<file path="src/rtl/pc_gen_pkg.sv">
// Shared types and constants for the fetch-address generator.
// Holds the FSM state encoding, the default reset address and the alignment-mask helper.
// Optional trap redirect path is enabled by defining PC_TRAP_EN (left undefined by default):
// `define PC_TRAP_EN
package pc_gen_pkg;

    // Fetch-address generator states
    typedef enum logic [1:0] {
        PCG_IDLE  = 2'd0,
        PCG_RUN   = 2'd1,
        PCG_HOLD  = 2'd2,
        PCG_REDIR = 2'd3
    } pcg_state_t;

    // Default value of pc_o during and immediately after reset
    localparam logic [31:0] PC_START_ADDR = 32'h0000_0000;

    // Low address bits that must be zero for a legal fetch target at the given step size
    function automatic logic [1:0] low_mask(input int step);
        return (step == 2) ? 2'b01 : 2'b11;
    endfunction

endpackage

</file>
<file path="src/rtl/pc_redirect_arb.sv">
// Redirect arbiter: trap/jump priority select, target alignment, misalign detect, pending target.
// Latency: select/align is combinational; a pending target is held one or more cycles until fire.
// Backpressure: a redirect arriving while a request is outstanding is parked until the request fires.
// Trap input exists only when PC_TRAP_EN is defined.
module pc_redirect_arb
    import pc_gen_pkg::*;
#(
    parameter int ADDR_W = 32,
    parameter int STEP   = 4
) (
    input  logic              clk,
    input  logic              rst_n,
    input  logic              jump_en,
    input  logic [ADDR_W-1:0] jump_addr,
`ifdef PC_TRAP_EN
    input  logic              trap_en,
    input  logic [ADDR_W-1:0] trap_addr,
`endif
    input  logic              outstanding,
    input  logic              fire,
    output logic              redir,
    output logic              pend_vld,
    output logic [ADDR_W-1:0] apply_addr,
    output logic              apply_mis
);

    localparam logic [ADDR_W-1:0] LOW_MASK = {{(ADDR_W-2){1'b0}}, low_mask(STEP)};

    logic              req;
    logic [ADDR_W-1:0] raw_addr;
    logic [ADDR_W-1:0] new_addr;
    logic              new_mis;
    logic [ADDR_W-1:0] pend_addr;
    logic              pend_mis;

    // Pick the highest-priority redirect request this cycle (trap beats jump)
    always_comb begin
        req      = jump_en;
        raw_addr = jump_addr;
`ifdef PC_TRAP_EN
        if (trap_en) begin
            req      = 1'b1;
            raw_addr = trap_addr;
        end
`endif
    end

    assign new_addr = raw_addr & ~LOW_MASK;
    assign new_mis  = |(raw_addr & LOW_MASK);

    // Park the latest redirect while a request waits; drop it once that request fires
    always_ff @(posedge clk or negedge rst_n) begin
        if (!rst_n) begin
            pend_vld  <= 1'b0;
            pend_addr <= '0;
            pend_mis  <= 1'b0;
        end else if (req && outstanding) begin
            pend_vld  <= 1'b1;
            pend_addr <= new_addr;
            pend_mis  <= new_mis;
        end else if (fire) begin
            pend_vld  <= 1'b0;
        end
    end

    // A fresh redirect always supersedes a parked one
    assign redir      = req;
    assign apply_addr = req ? new_addr : pend_addr;
    assign apply_mis  = req ? new_mis  : pend_mis;

endmodule

</file>
<file path="src/rtl/pc_gen.sv">
// Fetch-address generator: drives pc_o to instruction memory with epoch tagging on redirects.
// Latency: req_valid_o rises one cycle after reset release; one address per cycle while ready.
// Backpressure: pc_o/req_valid_o hold while ready is low; stall only blocks new requests.
// Optional trap redirect ports exist only when PC_TRAP_EN is defined.
module pc_gen
    import pc_gen_pkg::*;
#(
    parameter int                ADDR_W     = 32,
    parameter logic [ADDR_W-1:0] RESET_ADDR = ADDR_W'(PC_START_ADDR),
    parameter int                STEP       = 4
) (
    input  logic              clk_i,
    input  logic              rst_i,
    input  logic              jump_en_i,
    input  logic [ADDR_W-1:0] jump_addr_i,
`ifdef PC_TRAP_EN
    input  logic              trap_en_i,
    input  logic [ADDR_W-1:0] trap_addr_i,
`endif
    input  logic              stall_i,
    input  logic              req_ready_i,
    output logic              req_valid_o,
    output logic [ADDR_W-1:0] pc_o,
    output logic              epoch_o,
    output logic              misalign_o
);

    pcg_state_t        state, state_nxt;
    logic [ADDR_W-1:0] pc_nxt;
    logic              epoch_nxt;
    logic              mis_nxt;
    logic              fire;
    logic              outstanding;
    logic              apply;
    logic              redir;
    logic              pend_vld;
    logic [ADDR_W-1:0] apply_addr;
    logic              apply_mis;

    assign req_valid_o = (state == PCG_RUN) || (state == PCG_REDIR);
    assign fire        = req_valid_o && req_ready_i;
    assign outstanding = req_valid_o && !req_ready_i;

    // A redirect takes effect only when no request is waiting on the memory
    assign apply = !outstanding && (redir || (fire && pend_vld));

    pc_redirect_arb #(
        .ADDR_W (ADDR_W),
        .STEP   (STEP)
    ) u_arb (
        .clk         (clk_i),
        .rst_n       (rst_i),
        .jump_en     (jump_en_i),
        .jump_addr   (jump_addr_i),
`ifdef PC_TRAP_EN
        .trap_en     (trap_en_i),
        .trap_addr   (trap_addr_i),
`endif
        .outstanding (outstanding),
        .fire        (fire),
        .redir       (redir),
        .pend_vld    (pend_vld),
        .apply_addr  (apply_addr),
        .apply_mis   (apply_mis)
    );

    // Next state, next pc, epoch toggle and misalign pulse
    always_comb begin
        state_nxt = state;
        pc_nxt    = pc_o;
        epoch_nxt = epoch_o ^ apply;
        mis_nxt   = apply && apply_mis;

        if (apply) begin
            pc_nxt = apply_addr;
        end else if (fire) begin
            pc_nxt = pc_o + ADDR_W'(STEP);
        end

        case (state)
            PCG_IDLE:  state_nxt = PCG_RUN;
            PCG_RUN: begin
                if (outstanding) begin
                    state_nxt = redir ? PCG_REDIR : PCG_RUN;
                end else begin
                    state_nxt = stall_i ? PCG_HOLD : PCG_RUN;
                end
            end
            PCG_HOLD:  state_nxt = stall_i ? PCG_HOLD : PCG_RUN;
            PCG_REDIR: begin
                if (!outstanding) begin
                    state_nxt = stall_i ? PCG_HOLD : PCG_RUN;
                end
            end
            default:   state_nxt = PCG_IDLE;
        endcase
    end

    // State, pc, epoch and misalign registers
    always_ff @(posedge clk_i or negedge rst_i) begin
        if (!rst_i) begin
            state      <= PCG_IDLE;
            pc_o       <= RESET_ADDR;
            epoch_o    <= 1'b0;
            misalign_o <= 1'b0;
        end else begin
            state      <= state_nxt;
            pc_o       <= pc_nxt;
            epoch_o    <= epoch_nxt;
            misalign_o <= mis_nxt;
        end
    end

endmodule

</file>
<file path="config.mk">
export PLATFORM = sky130hd
export DESIGN_NAME = pc_gen
export DESIGN_NICKNAME = d
export VERILOG_FILES = /design/src/rtl/pc_gen_pkg.sv /design/src/rtl/pc_redirect_arb.sv /design/src/rtl/pc_gen.sv
export SDC_FILE = /design/constraint.sdc
export NUM_CORES = 1
export LEC_CHECK = 0
export BUFFER_PORTS_ARGS = -buffer_cell sky130_fd_sc_hd__buf_2
export CORE_MARGIN = 1
export CORE_UTILIZATION = 59
export DETAILED_ROUTE_END_ITERATION = 12
export PLACE_DENSITY = 0.87
export SLEW_MARGIN = 15
export SYNTH_ARGS = -nofsm -noshare
export SYNTH_HDL_FRONTEND = slang
export SYNTH_SLANG_ARGS = --single-unit
</file>
<file path="constraint.sdc">
create_clock -name clk_i -period 4.4 [get_ports clk_i]
set_clock_uncertainty 0.2 [all_clocks]
set_input_delay 0.66 -clock clk_i [delete_from_list [all_inputs] [get_ports clk_i]]
set_output_delay 0.66 -clock clk_i [all_outputs]
set_load 0.02 [all_outputs]
</file>
* Word-level counts from Yosys, hierarchy flattened
Cells that the tools add are included.
** Word-level totals
- Flip-flop bits (word level) :: 68
- Input port bits :: 37
** Operators by class
- Add/sub/neg operators :: 1
- Equality and inequality tests :: 4
- Multiplexer cells :: 11
- Bitwise operators :: 1
- Reduce and logical (&&, ||, !) cells :: 14
** Operators by type and width (number)
- $mux W32 :: 3
- $add A32 B3 Y32 const B :: 1
- $mux W2 :: 4
- $pmux W2 S4 :: 1
- $logic_and A1 B1 Y1 :: 6
- $eq A2 B2 Y1 const B :: 2
- $reduce_bool A2 Y1 :: 2
- $mux W1 :: 3
- $eq A2 B1 Y1 const B :: 1
- $logic_not A1 Y1 :: 2
- $logic_not A2 Y1 :: 1
- $logic_or A1 B1 Y1 :: 2
- $ne A2 B2 Y1 const B :: 1
- $reduce_or A2 Y1 :: 1
- $xor A1 B1 Y1 :: 1

* Longest topological paths before layout
Gate-level depths: netlist of run 1.
- Depth after elaboration :: 7
- Mapped depth :: 7

* Hierarchy
Synthesis of run 1 repeated with hierarchy kept, for this count alone.
** Second synthesis, totals
- Cells, all modules :: 401
- Area total of the unflattened synthesis :: 4105.2 um^2
** By module, submodules not included
- pc_gen :: times used 1, cells each 290, area each 2388.5 um^2
- pc_redirect_arb :: times used 1, cells each 111, area each 1716.6 um^2

* Least setup slack after synthesis of run 1
OpenSTA, ideal clock, no wires.
- Kind :: input -> register
- Start :: input port req_ready_i
- End :: register pc_o[28]
- Library setup time :: 0.127 ns
- Arrival time :: 1.741 ns
- Path slack :: 2.332 ns
- Stages on the path :: 6
- Cells stage by stage :: buf_2 nor2b_1 nor2_1 nor2_1 a21oi_1 o2bb2a_1
** On the way
- Cells in the longest elaborated chain, start to end :: 5
** Ends and longest elaborated chain
- start, declared :: line pc_gen.sv:21 : input logic req_ready_i,
- $logic_not A1 Y1 or $logic_and A1 B1 Y1 (tied branches) :: line pc_gen.sv:42, pc_gen.sv:41
- $logic_and A1 B1 Y1, on equally long branches :: line pc_gen.sv:42, pc_gen.sv:45
- $logic_not A1 Y1 or $logic_or A1 B1 Y1 (tied branches)
- $logic_and A1 B1 Y1 :: line pc_gen.sv:45 : assign apply = !outstanding && (redir || (fire && pend_vld));
- $mux W32 or $reduce_bool A2 Y1 (tied branches)
- end signal, assigned :: line pc_gen.sv:108 : pc_o <= pc_nxt;
- end, declared :: line pc_gen.sv:23 : output logic [ADDR_W-1:0] pc_o,
Parallel ways exist; a longest one is shown, timed or not.
A chain may end at the register's enable or synchronous reset.

* Worst setup path in the final report of run 1
- Start :: input port jump_en_i
- End :: register pc_o[19]
** On the way
- Cells in the longest elaborated chain, start to end :: 3
** Ends and longest elaborated chain
- start, declared :: line pc_gen.sv:14 : input logic jump_en_i,
- $logic_or A1 B1 Y1 :: line pc_gen.sv:45
- $logic_and A1 B1 Y1 :: line pc_gen.sv:45
- $mux W32 or $reduce_bool A2 Y1 (tied branches)
Parallel ways exist; a longest one is shown, timed or not.

==> summary.md, run 1 <==
| Metric | Value |
|---|---|
| CTS Buf Count | 9 |
| Post-synthesis compound-gate area fraction | 16.7% |
| Post-synthesis area per instance | 9.92 um^2 |
| RSZ-0062 raised after global routing | no |
| # Post-CTS Setup Buffers | 0 |
| Largest net degree at the start of global routing | 49 |
| Commonest non-fill, non-tap cells in the layout | buf_2 (69), dfrtp_1 (66), a21oi_1 (48) |
| CP max FO | 31 |
| Async SR Flop Fraction | 100% |
| Ant diodes | 0 |
| Starting Density | 62.9% |
| Final nets | 457 |
| Worst path max stage delay | 0.42 ns |
| Via count | 2,964 |
| Chip Width | 79.6 um |
| Iteration-0 DRC Markers | 195 |
| Register area share after synthesis | 46.5% |
| EDFF count, synth | 0 |
| Worst Tran Pin Value | 0.872 ns |
| Status | finished, final reports clean |
| Worst path most repeated cell | a21oi_1 |
| Mapped Area | 3550 um^2 |
| DRC viols | 0 |
| Worst path required time | 4.47 ns |
| Buffers plus inverters on the worst setup path | 2 |
| Post-Synth Adder-Cell Area | 0.352% |
| Predominant post-synthesis flop cell | dfrtp_1 |
| Peak VDD IR | 0.343 mV |
| Hold Path Class | in -> async |
| Clock sink count | 66 |
| Core Footprint | 5640 um^2 |
| Fin. max-slew vios | 0 |
| Post-route ant nets | 0 |
| Area added between synthesis and finish | 15.2% |
| First-pass GRT wire length | 13.6 mm |
| Commonest non-fill, non-tap cell in the layout | buf_2 |
| Clock buffer depth | 2 |
| Routability cong. | 0.815 |
| GR Overflow Total | 0 |
| Total Routing Usage GR | 28.3% |
| Final worst-path cycle share | 51.8% |
| Vias in the first global route | 2,935 |
| Initial antenna violation count | 0 |
| Crit-path slowest cell | nand2b_1 |
| Simple-gate share of the synthesized area | 16.4% |
| Post-DP HPWL | 5.59 mm |
| Routed length per instance | 16.4 um |
| Fmax | 439 MHz |
| Initial DRT Pass Iterations | 5 |
| Worst skew pair latency | 0.35 ns |
| Xor/xnor share of the synthesized area | 4.69% |
| Final Setup Violations | 0 |
| Die Height | 79.6 um |
| P_leak | 1.82 nW |
| Share of layout cells above drive strength 1 | 28.6% |
| CP top delay family | compound AO/OA/AOI/OAI gates |
| CP startpoint kind | primary input |
| P per Cell Area | 460 nW/um^2 |
| Fill count | 428 |
| WL final | 8.11 mm |
| Ports | 72 |
| Crit. End Element | register |
| Crit path kind | in -> reg |
| Post-route minimum period | 2.28 ns |
| Cts repair resizes | 0 |
| IO Port Bufs | 69 |
| Syn. warnings | 0 |
| Die area | 6330 um^2 |
| CP Cell Sequence | buf_2 -> buf_4 -> nand2b_1 -> a21oi_1 -> a21o_1 -> a21oi_1 -> a2bb2oi_1 |
| Clk slew on worst S/H paths | 0.06 ns |
| Hold slack | 0.192 ns |
| # hold bufs at CTS | 0 |
| #FFs+latches synth | 66 |
| FP Rows | 27 |
| Post-Syn Instances | 358 |
| Multiplexer share of the synthesized area | 11.5% |
| Crit path arrival time | 2.35 ns |
| Final Hold Fails | 0 |
| Maxcap violations | 0 |
| Slew headroom | 41.9% |
| Library cells used by synthesis | 39 |
| Largest family of logic cells by synthesized area | compound AO/OA/AOI/OAI gates |
| TritonCTS clock tree | yes |
| Clk Tree Root Cell | clkbuf_8 |
| Drt via density | 5.99 |
| Setup TNS | 0 ns |
| Number of H-tree levels | 3 |
-- through the flow --
step | total power, mW | utilization (%) | setup slack, ns | instances | area [um^2]
floorplan | 1.22 | - | 2.33 | 359 | 3550
global placement | 1.37 | 69.2 | 1.89 | 480 | 3910
detailed placement | 1.39 | 69.2 | 1.84 | 480 | 3910
CTS | 1.89 | 72.5 | 2.15 | 495 | 4090
global route | 1.99 | 72.5 | 1.96 | 495 | 4090
finish | 1.88 | 72.5 | 2.12 | 495 | 4090
-- routing by layer --
metal  vias to the layer above  routed length (um)  track usage [%]
met5                         -                   0                0
met4                         0                 156             10.9
met3                        18                 666             9.26
met2                       129                3820             45.6
met1                      1393                3460             35.2
li1                       1424                   -                -
-- cell families after synthesis --
| kind of cell | count (synthesis) |
|---|---|
| AND/OR/NAND/NOR | 107 |
| AO/OA/AOI/OAI | 97 |
| flip-flops | 66 |
| multiplexers | 37 |
| buffers and inverters | 30 |
| XOR/XNOR | 19 |
| adder cells (fa/ha/maj) | 1 |
| other | 1 |
-- sequential cells by signal, summed over array words and instances (netlist names) --
signal	cells
u_arb.pend_addr	30
u_arb.pend_vld	1
misalign_o	1
u_arb.pend_mis	1
state	2
epoch_o	1
pc_o	30
-- power breakdown --
part / leakage [nW] / internal [mW] / total [mW] / switching (mW)
Sequential: 0.757 / 0.733 / 0.867 / 0.134
Combinational: 0.965 / 0.226 / 0.524 / 0.299
Clock: 0.0962 / 0.272 / 0.492 / 0.220
Total: 1.82 / 1.23 / 1.88 / 0.653
-- final cells by class --
type | instances | area (um^2) | share of cell area (%)
timing repair buffer | 72 | 368 | 8.99
sequential | 66 | 1650 | 40.4
clock buffer | 12 | 145 | 3.55
multi-input combinational | 263 | 1770 | 43.3
inverter | 7 | 26.3 | 0.642
clock inverter | 3 | 40.0 | 0.979
tap | 72 | 90.1 | 2.20
-- worst reg2reg max path, stage by stage, from the launching register on --
cell	delay [ns]
dfrtp_1	0.53
a21oi_1	0.25
or2_2	0.72
o21ai_0	0.25
a2bb2oi_1	0.23
-- final timing paths --
path	from	end	slack (ns)	cells after the start
worst max-delay path	jump_en_i	pc_o[19]$_DFFE_PN0P_	2.12	7
worst min-delay path	rst_i	state[0]$_DFFE_PN0P_	0.19	1
worst max register to register	u_arb.pend_vld$_DFFE_PN0P_	pc_o[24]$_DFFE_PN0P_	2.15	4
worst min register to register	epoch_o$_DFF_PN0_	epoch_o$_DFF_PN0_	0.27	1
max in group asynchronous	rst_i	pc_o[8]$_DFFE_PN0P_	2.92	2
min in group clk_i	epoch_o$_DFF_PN0_	epoch_o$_DFF_PN0_	0.27	1
-- cells in the mapped netlist, types with 8 or more instances --
cell | n | area [um^2]
nor2_1 | 14 | 52.6
a211oi_1 | 14 | 105
nor2b_1 | 15 | 93.8
clkbuf_1 | 9 | 33.8
a21o_1 | 8 | 60.1
nand4_1 | 12 | 75.1
xor2_1 | 10 | 87.6
o21ai_0 | 13 | 65.1
xnor2_1 | 9 | 78.8
and3_1 | 8 | 50.1
nand2_1 | 27 | 101
mux2_2 | 30 | 338
a21oi_1 | 48 | 240
buf_2 | 10 | 50.1
dfrtp_1 | 66 | 1650
nand3_1 | 12 | 60.1
(Power assumes the default switching activity.)
==> inputs of run 2 (changes only) <==
--- a/config.mk
+++ b/config.mk
@@ -5,11 +5,12 @@
 export SDC_FILE = /design/constraint.sdc
 export NUM_CORES = 1
 export LEC_CHECK = 0
+export ABC_AREA = 1
 export BUFFER_PORTS_ARGS = -buffer_cell sky130_fd_sc_hd__buf_2
 export CORE_MARGIN = 1
-export CORE_UTILIZATION = 59
+export CORE_UTILIZATION = 56
 export DETAILED_ROUTE_END_ITERATION = 12
-export PLACE_DENSITY = 0.87
+export PLACE_DENSITY = 0.82
 export SLEW_MARGIN = 15
 export SYNTH_ARGS = -nofsm -noshare
 export SYNTH_HDL_FRONTEND = slang
==> constraint.sdc (replaced) <==
create_clock -name clk_i -period 2.35 [get_ports clk_i]
set_clock_uncertainty 0.2 [all_clocks]
set_input_delay 0.3525 -clock clk_i [delete_from_list [all_inputs] [get_ports clk_i]]
set_output_delay 0.3525 -clock clk_i [all_outputs]
set_load 0.02 [all_outputs]
==> run 2 against run 1 <==
Effect of this change: die area rose by 17%; final cell count rose by 48%; worst setup slack got worse by 1.7 ns; combinational power rose to 2.5 times the previous value; clock power rose by 110%; synthesized area rose by 11%; highest routed layer unchanged; first-iteration DRC count rose by 120%.
==> summary.md, run 2 <==
| Metric | Value |
|---|---|
| CTS Buf Count | 9 |
| Total Routing Usage GR | 29.1% |
| CP startpoint kind | register |
| Die Height | 86 um |
| Vias in the first global route | 3,467 |
| Worst path required time | 2.42 ns |
| Worst path max stage delay | 0.40 ns |
| Clk Tree Root Cell | clkbuf_8 |
| Post-route minimum period | 1.94 ns |
| Ant diodes | 0 |
| P_sw | 1.59 mW |
| Peak VDD IR | 0.407 mV |
| Core Footprint | 6790 um^2 |
| Maxcap violations | 0 |
| Syn. warnings | 0 |
| HP Start | jump_addr_i[5] |
| Initial antenna violation count | 0 |
| Share of layout cells above drive strength 1 | 17.4% |
| Commonest non-fill, non-tap cell in the layout | nand2_1 |
| Final nets | 673 |
| Mapped Area | 3950 um^2 |
| Crit-path slowest cell | dfrtp_1 |
| Cell-internal power | 2.52 mW |
| TritonCTS clock tree | yes |
| Die area | 7400 um^2 |
| Post-route ant nets | 0 |
| Final Hold Fails | 0 |
| Starting Density | 58.2% |
| Fmax | 517 MHz |
| Hold Path Class | in -> reg |
| Ports | 72 |
| Area added between synthesis and finish | 14.8% |
| Register area share after synthesis | 41.8% |
| Routed length per instance | 13.1 um |
| Leading cell types by count after synthesis | nand2_1 (186), nor2_1 (80), dfrtp_1 (66) |
| Switching Fraction | 38.7% |
| Crit. End Element | register |
| Post-synthesis area per instance | 6.88 um^2 |
| GR Overflow Total | 0 |
| WL final | 9.64 mm |
| Final Setup Violations | 0 |
| Clock share of power | 25.5% |
| CP max FO | 24 |
| Clock sink count | 66 |
| Crit path arrival time | 2.00 ns |
| RSZ-0062 raised after global routing | no |
| Drt via density | 5.19 |
| DRC viols | 0 |
| Clock buffer depth | 2 |
| Count leader, synth | nand2_1 |
| P_leak | 2.32 nW |
| FP Rows | 30 |
| Initial DRT Pass Iterations | 5 |
| Worst skew pair latency | 0.35 ns |
| EDFF count, synth | 0 |
| Clk slew on worst S/H paths | 0.07 ns |
| Predominant post-synthesis flop cell | dfrtp_1 |
| Setup slack, reg-to-reg | 0.41 ns |
| Routability cong. | 0.930 |
| IO Port Bufs | 69 |
| First-pass GRT wire length | 16.5 mm |
| Chip Width | 86 um |
| # Post-CTS Setup Buffers | 0 |
| Share of power burned in registers | 42.2% |
| Reg2reg start | state[0]$_DFFE_PN0P_ |
| Setup TNS | 0 ns |
| Crit path kind | reg -> reg |
| CP Cell Sequence | inv_2 -> or2_4 -> nand2_4 -> nand2_2 -> clkinv_4 -> nor2_1 -> a21oi_1 |
| Final worst-path cycle share | 82.4% |
| P per Cell Area | 906 nW/um^2 |
| Commonest non-fill, non-tap cells in the layout | nand2_1 (186), nor2_1 (80), buf_2 (69) |
| Top flop regs | pc_o x30, u_arb.pend_addr x30, state x2 |
| Comb power frac | 32.3% |
| Status | finished, final reports clean |
| Iteration-0 DRC Markers | 433 |
| Via count | 3,814 |
| Synth area leaders | dfrtp_1 (42%), nand2_1 (18%), nor2_1 (7.6%) |
| PnR worst setup slack | 0.415 ns |
| Post-DP HPWL | 6.95 mm |
| CP Launch Point | state[0]$_DFFE_PN0P_ |
| Async SR Flop Fraction | 100% |
| Share of the synthesized area in the top cell type | 41.8% |
| Number of H-tree levels | 3 |
| Post-synth top area cell | dfrtp_1 |
| Dpl ws | 0.394 ns |
| Fin. max-slew vios | 0 |
| Largest net degree at the start of global routing | 67 |
| Finished Core Util | 66.8% |
| #FFs+latches synth | 66 |
| Post-Syn Instances | 574 |
| Cts repair resizes | 0 |
| Library cells used by synthesis | 31 |
| Hold slack | 0.0282 ns |
-- run 2: cell types whose count changed after synthesis, moves of 8 or more --
cell / change
nand2_1: +159
inv_1: +53
nand4_1: -12
a21oi_1: -29
buf_6: +8
nor2b_1: -15
xor2_1: -8
and3_1: -8
o21ai_0: +46
nor2_1: +66
mux2_2: -30
a211oi_1: -14
nand3_1: +16
-- run 2: through the flow --
step	cell area, um^2	power (mW)	cells
global placement	4300	3.02	719
finish	4540	4.11	735
floorplan	3960	2.63	575
CTS	4540	4.12	735
global route	4540	4.39	735
detailed placement	4300	3.06	719
-- run 2: what timing repair did --
item,in CTS,in global routing
endpoints found under the hold margin,66,0
setup endpoints to repair,0,0
hold buffers,1,0
-- run 2: metal layers --
layer / vias up / share of wire [%] / global-route usage [%]
li1: 1915 / - / -
met1: 1747 / 47 / 42.2
met2: 138 / 44 / 42.9
met3: 14 / 6.9 / 5.87
met4: 0 / 2.0 / 11.2
met5: - / 0 / 0
-- run 2: path summary, 6_finish.rpt --
kind                                              endpoint  cells after the start
min                         u_arb.pend_addr[5]$_DFFE_PN0P_                      3
max reg2reg                           pc_o[21]$_DFFE_PN0P_                      7
max                                   pc_o[21]$_DFFE_PN0P_                      7
min in group asynchronous                epoch_o$_DFF_PN0_                      3
max in group asynchronous  u_arb.pend_addr[26]$_DFFE_PN0P_                      3
min reg2reg                              epoch_o$_DFF_PN0_                      1
-- run 2: kinds of logic (layout without fill, tap and decap cells) --
family	after synthesis	after routing	share of synthesized area, %
other	1	2	0.0949
buffers and inverters	90	154	10.8
adder cells (fa/ha/maj)	1	1	0.317
flip-flops	66	66	41.8
AND/OR/NAND/NOR	309	309	31.5
XOR/XNOR	10	10	2.22
AO/OA/AOI/OAI	97	97	13.3
-- run 2: area by class of cell --
| class | count | area (um^2) |
|---|---|---|
| Sequential cell | 66 | 1650 |
| Multi-Input combinational cell | 419 | 1880 |
| Tap cell | 96 | 120 |
| Clock inverter | 1 | 30.0 |
| Inverter | 64 | 245 |
| Clock buffer | 14 | 193 |
| Timing Repair Buffer | 75 | 418 |
| Fill cell | 593 | 2260 |
-- run 2: worst max-delay path: cells and delay by family (launching register included) --
kind                   cells  cell delay [ns]
DFF                        1             0.40
and+or+nand+nor            4             0.81
buffers and inverters      2             0.29
AOI/OAI and AO/OA          1             0.15
-- run 2: power groups by stage --
stage               clock network, mW  logic, mW  registers, mW
global route                     1.12       1.50           1.77
global placement                    0       1.29           1.73
floorplan                           0      0.744           1.89
detailed placement                  0       1.32           1.74
finish                           1.05       1.33           1.73
CTS                              1.07       1.33           1.72
==> inputs of run 3 (changes only) <==
==> constraint.sdc (replaced) <==
create_clock -name clk_i -period 1.8 [get_ports clk_i]
set_clock_uncertainty 0.2 [all_clocks]
set_input_delay 0.27 -clock clk_i [delete_from_list [all_inputs] [get_ports clk_i]]
set_output_delay 0.27 -clock clk_i [all_outputs]
set_load 0.02 [all_outputs]
==> run 3 against run 2 <==
Effect of this change: clock power grew 20%; combinational power grew 44%; core utilization grew 6.1 points; register-to-register slack lost 0.39 ns; power grew 32%; cell area grew 9.2%; maximum frequency grew 8.8%; global-route usage grew 0.55 points; first-iteration DRC count shrank 19%; critical path type unchanged.
==> summary.md, run 3 (synthesized netlist as in run 2, its figures left out) <==
| Metric | Value |
|---|---|
| Status | finished, final reports clean |
| TritonCTS clock tree | yes |
| Share of layout cells above drive strength 1 | 18.8% |
| Routability cong. | 0.940 |
| Clk slew on worst S/H paths | 0.07 ns |
| Peak VDD IR | 0.581 mV |
| Top flop regs | pc_o x30, u_arb.pend_addr x30, state x2 |
| Number of H-tree levels | 3 |
| Core Footprint | 6790 um^2 |
| First-pass GRT wire length | 16.8 mm |
| Fill count | 532 |
| Total Routing Usage GR | 29.7% |
| Largest net degree at the start of global routing | 67 |
| Clk Tree Root Cell | clkbuf_8 |
| Routed length per instance | 13.4 um |
| P_leak | 2.52 nW |
| Crit. End Element | register |
| IO Port Bufs | 69 |
| Initial DRT Pass Iterations | 5 |
| P per Cell Area | 1100 nW/um^2 |
| Crit path kind | reg -> reg |
| Area added between synthesis and finish | 25.3% |
| Hold Path Class | in -> reg |
| GR Overflow Total | 0 |
| Final nets | 710 |
| Fin. max-slew vios | 0 |
| Starting Density | 58.2% |
| Post-DP HPWL | 7.17 mm |
| Initial antenna violation count | 0 |
| Vias in the first global route | 3,535 |
| CP max FO | 20 |
| Ports | 72 |
| Commonest non-fill, non-tap cells in the layout | nand2_1 (184), nor2_1 (75), buf_2 (69) |
| CTS Buf Count | 9 |
| Via count | 4,029 |
| Hold slack | 0.00683 ns |
| Area of the multi-input gates | 1940 um^2 |
| Post-route minimum period | 1.78 ns |
| Maxcap violations | 0 |
| Chip Width | 86 um |
| Worst path required time | 1.83 ns |
| Clock sink count | 66 |
| CP startpoint kind | register |
| FP Rows | 30 |
| DRC viols | 0 |
| Ant diodes | 0 |
| Worst skew pair latency | 0.35 ns |
| Commonest non-fill, non-tap cell in the layout | nand2_1 |
| Final Setup Violations | 0 |
| Placed cell count | 729 |
| Routed wl met3 | 595 um |
| Post-route ant nets | 0 |
| Final Hold Fails | 0 |
| Cell Count, Final, Fillers Out | 773 |
| FF+latch area | 1650 um^2 |
| Die area | 7400 um^2 |
| Die Height | 86 um |
| Clock buffer depth | 2 |
| Fmax | 562 MHz |
| WL final | 10.4 mm |
| Iteration-0 DRC Markers | 351 |
| Top layer in use | met4 |
| M1 wire length | 4.73 mm |
| Crit path arrival time | 1.81 ns |
| DR WL met2 | 4.91 mm |
| RSZ-0062 raised after global routing | yes |
| Drt via density | 5.21 |
| Final worst-path cycle share | 98.8% |
run 3: layout make-up:
class | count | share of cell area [%]
sequential | 66 | 33.4
inverter | 64 | 4.95
clock inverter | 2 | 0.707
timing repair buffer | 112 | 16.2
tap | 96 | 2.43
clock buffer | 14 | 3.28
multi-input combinational | 419 | 39.1
run 3: report_power, final:
group / switching, mW / internal (mW) / leakage (nW)
combinational: 1.21 / 0.709 / 1.62
sequential: 0.405 / 1.85 / 0.800
clock: 0.544 / 0.715 / 0.101
run 3: repair_timing:
action / in CTS / in global routing
buffers inserted: 0 / 1
setup endpoints to repair: 1 / 24
hold buffers: 27 / 0
hold endpoints to repair: 92 / 0
resized for setup: 2 / 14
pin swaps: 0 / 4
run 3: worst max-delay path, cell delays in order, from the launching register on:
cell and delay, ns:
dfrtp_1 0.40, inv_2 0.07, or2_4 0.26, nand2_4 0.19, buf_12 0.18, nor2_1 0.05, nor2_1 0.20, a21oi_1 0.11
run 3: final timing paths:
kind / from / to / slack [ns] / cells after the start
max: state[0]$_DFFE_PN0P_ / pc_o[23]$_DFFE_PN0P_ / 0.02 / 7
min: jump_addr_i[12] / u_arb.pend_addr[12]$_DFFE_PN0P_ / 0.007 / 3
max reg2reg: state[0]$_DFFE_PN0P_ / pc_o[23]$_DFFE_PN0P_ / 0.02 / 7
min reg2reg: epoch_o$_DFF_PN0_ / epoch_o$_DFF_PN0_ / 0.27 / 1
max in group asynchronous: rst_i / u_arb.pend_addr[24]$_DFFE_PN0P_ / 0.83 / 3
min in group asynchronous: rst_i / pc_o[13]$_DFFE_PN0P_ / 0.29 / 3
run 3: per-layer routing:
metal / vias up / GRT usage, %
met4: 0 / 7.88
li1: 1984 / -
met2: 179 / 47.0
met3: 17 / 5.39
met5: - / 0
met1: 1849 / 42.1
run 3: stage by stage:
step                total power, mW  util [%]  TNS [ns]  instance area (um^2)  worst slack (ns)
finish                         5.43      72.9         0                  4950            0.0212
global route                   5.78      72.9    -0.207                  4950           -0.0454
global placement               4.01      65.0         0                  4420            0.0577
floorplan                      3.43         -         0                  3960            0.0420
CTS                            5.39      72.0  -0.00937                  4890          -0.00937
detailed placement             4.08      65.0  -0.00908                  4420          -0.00908
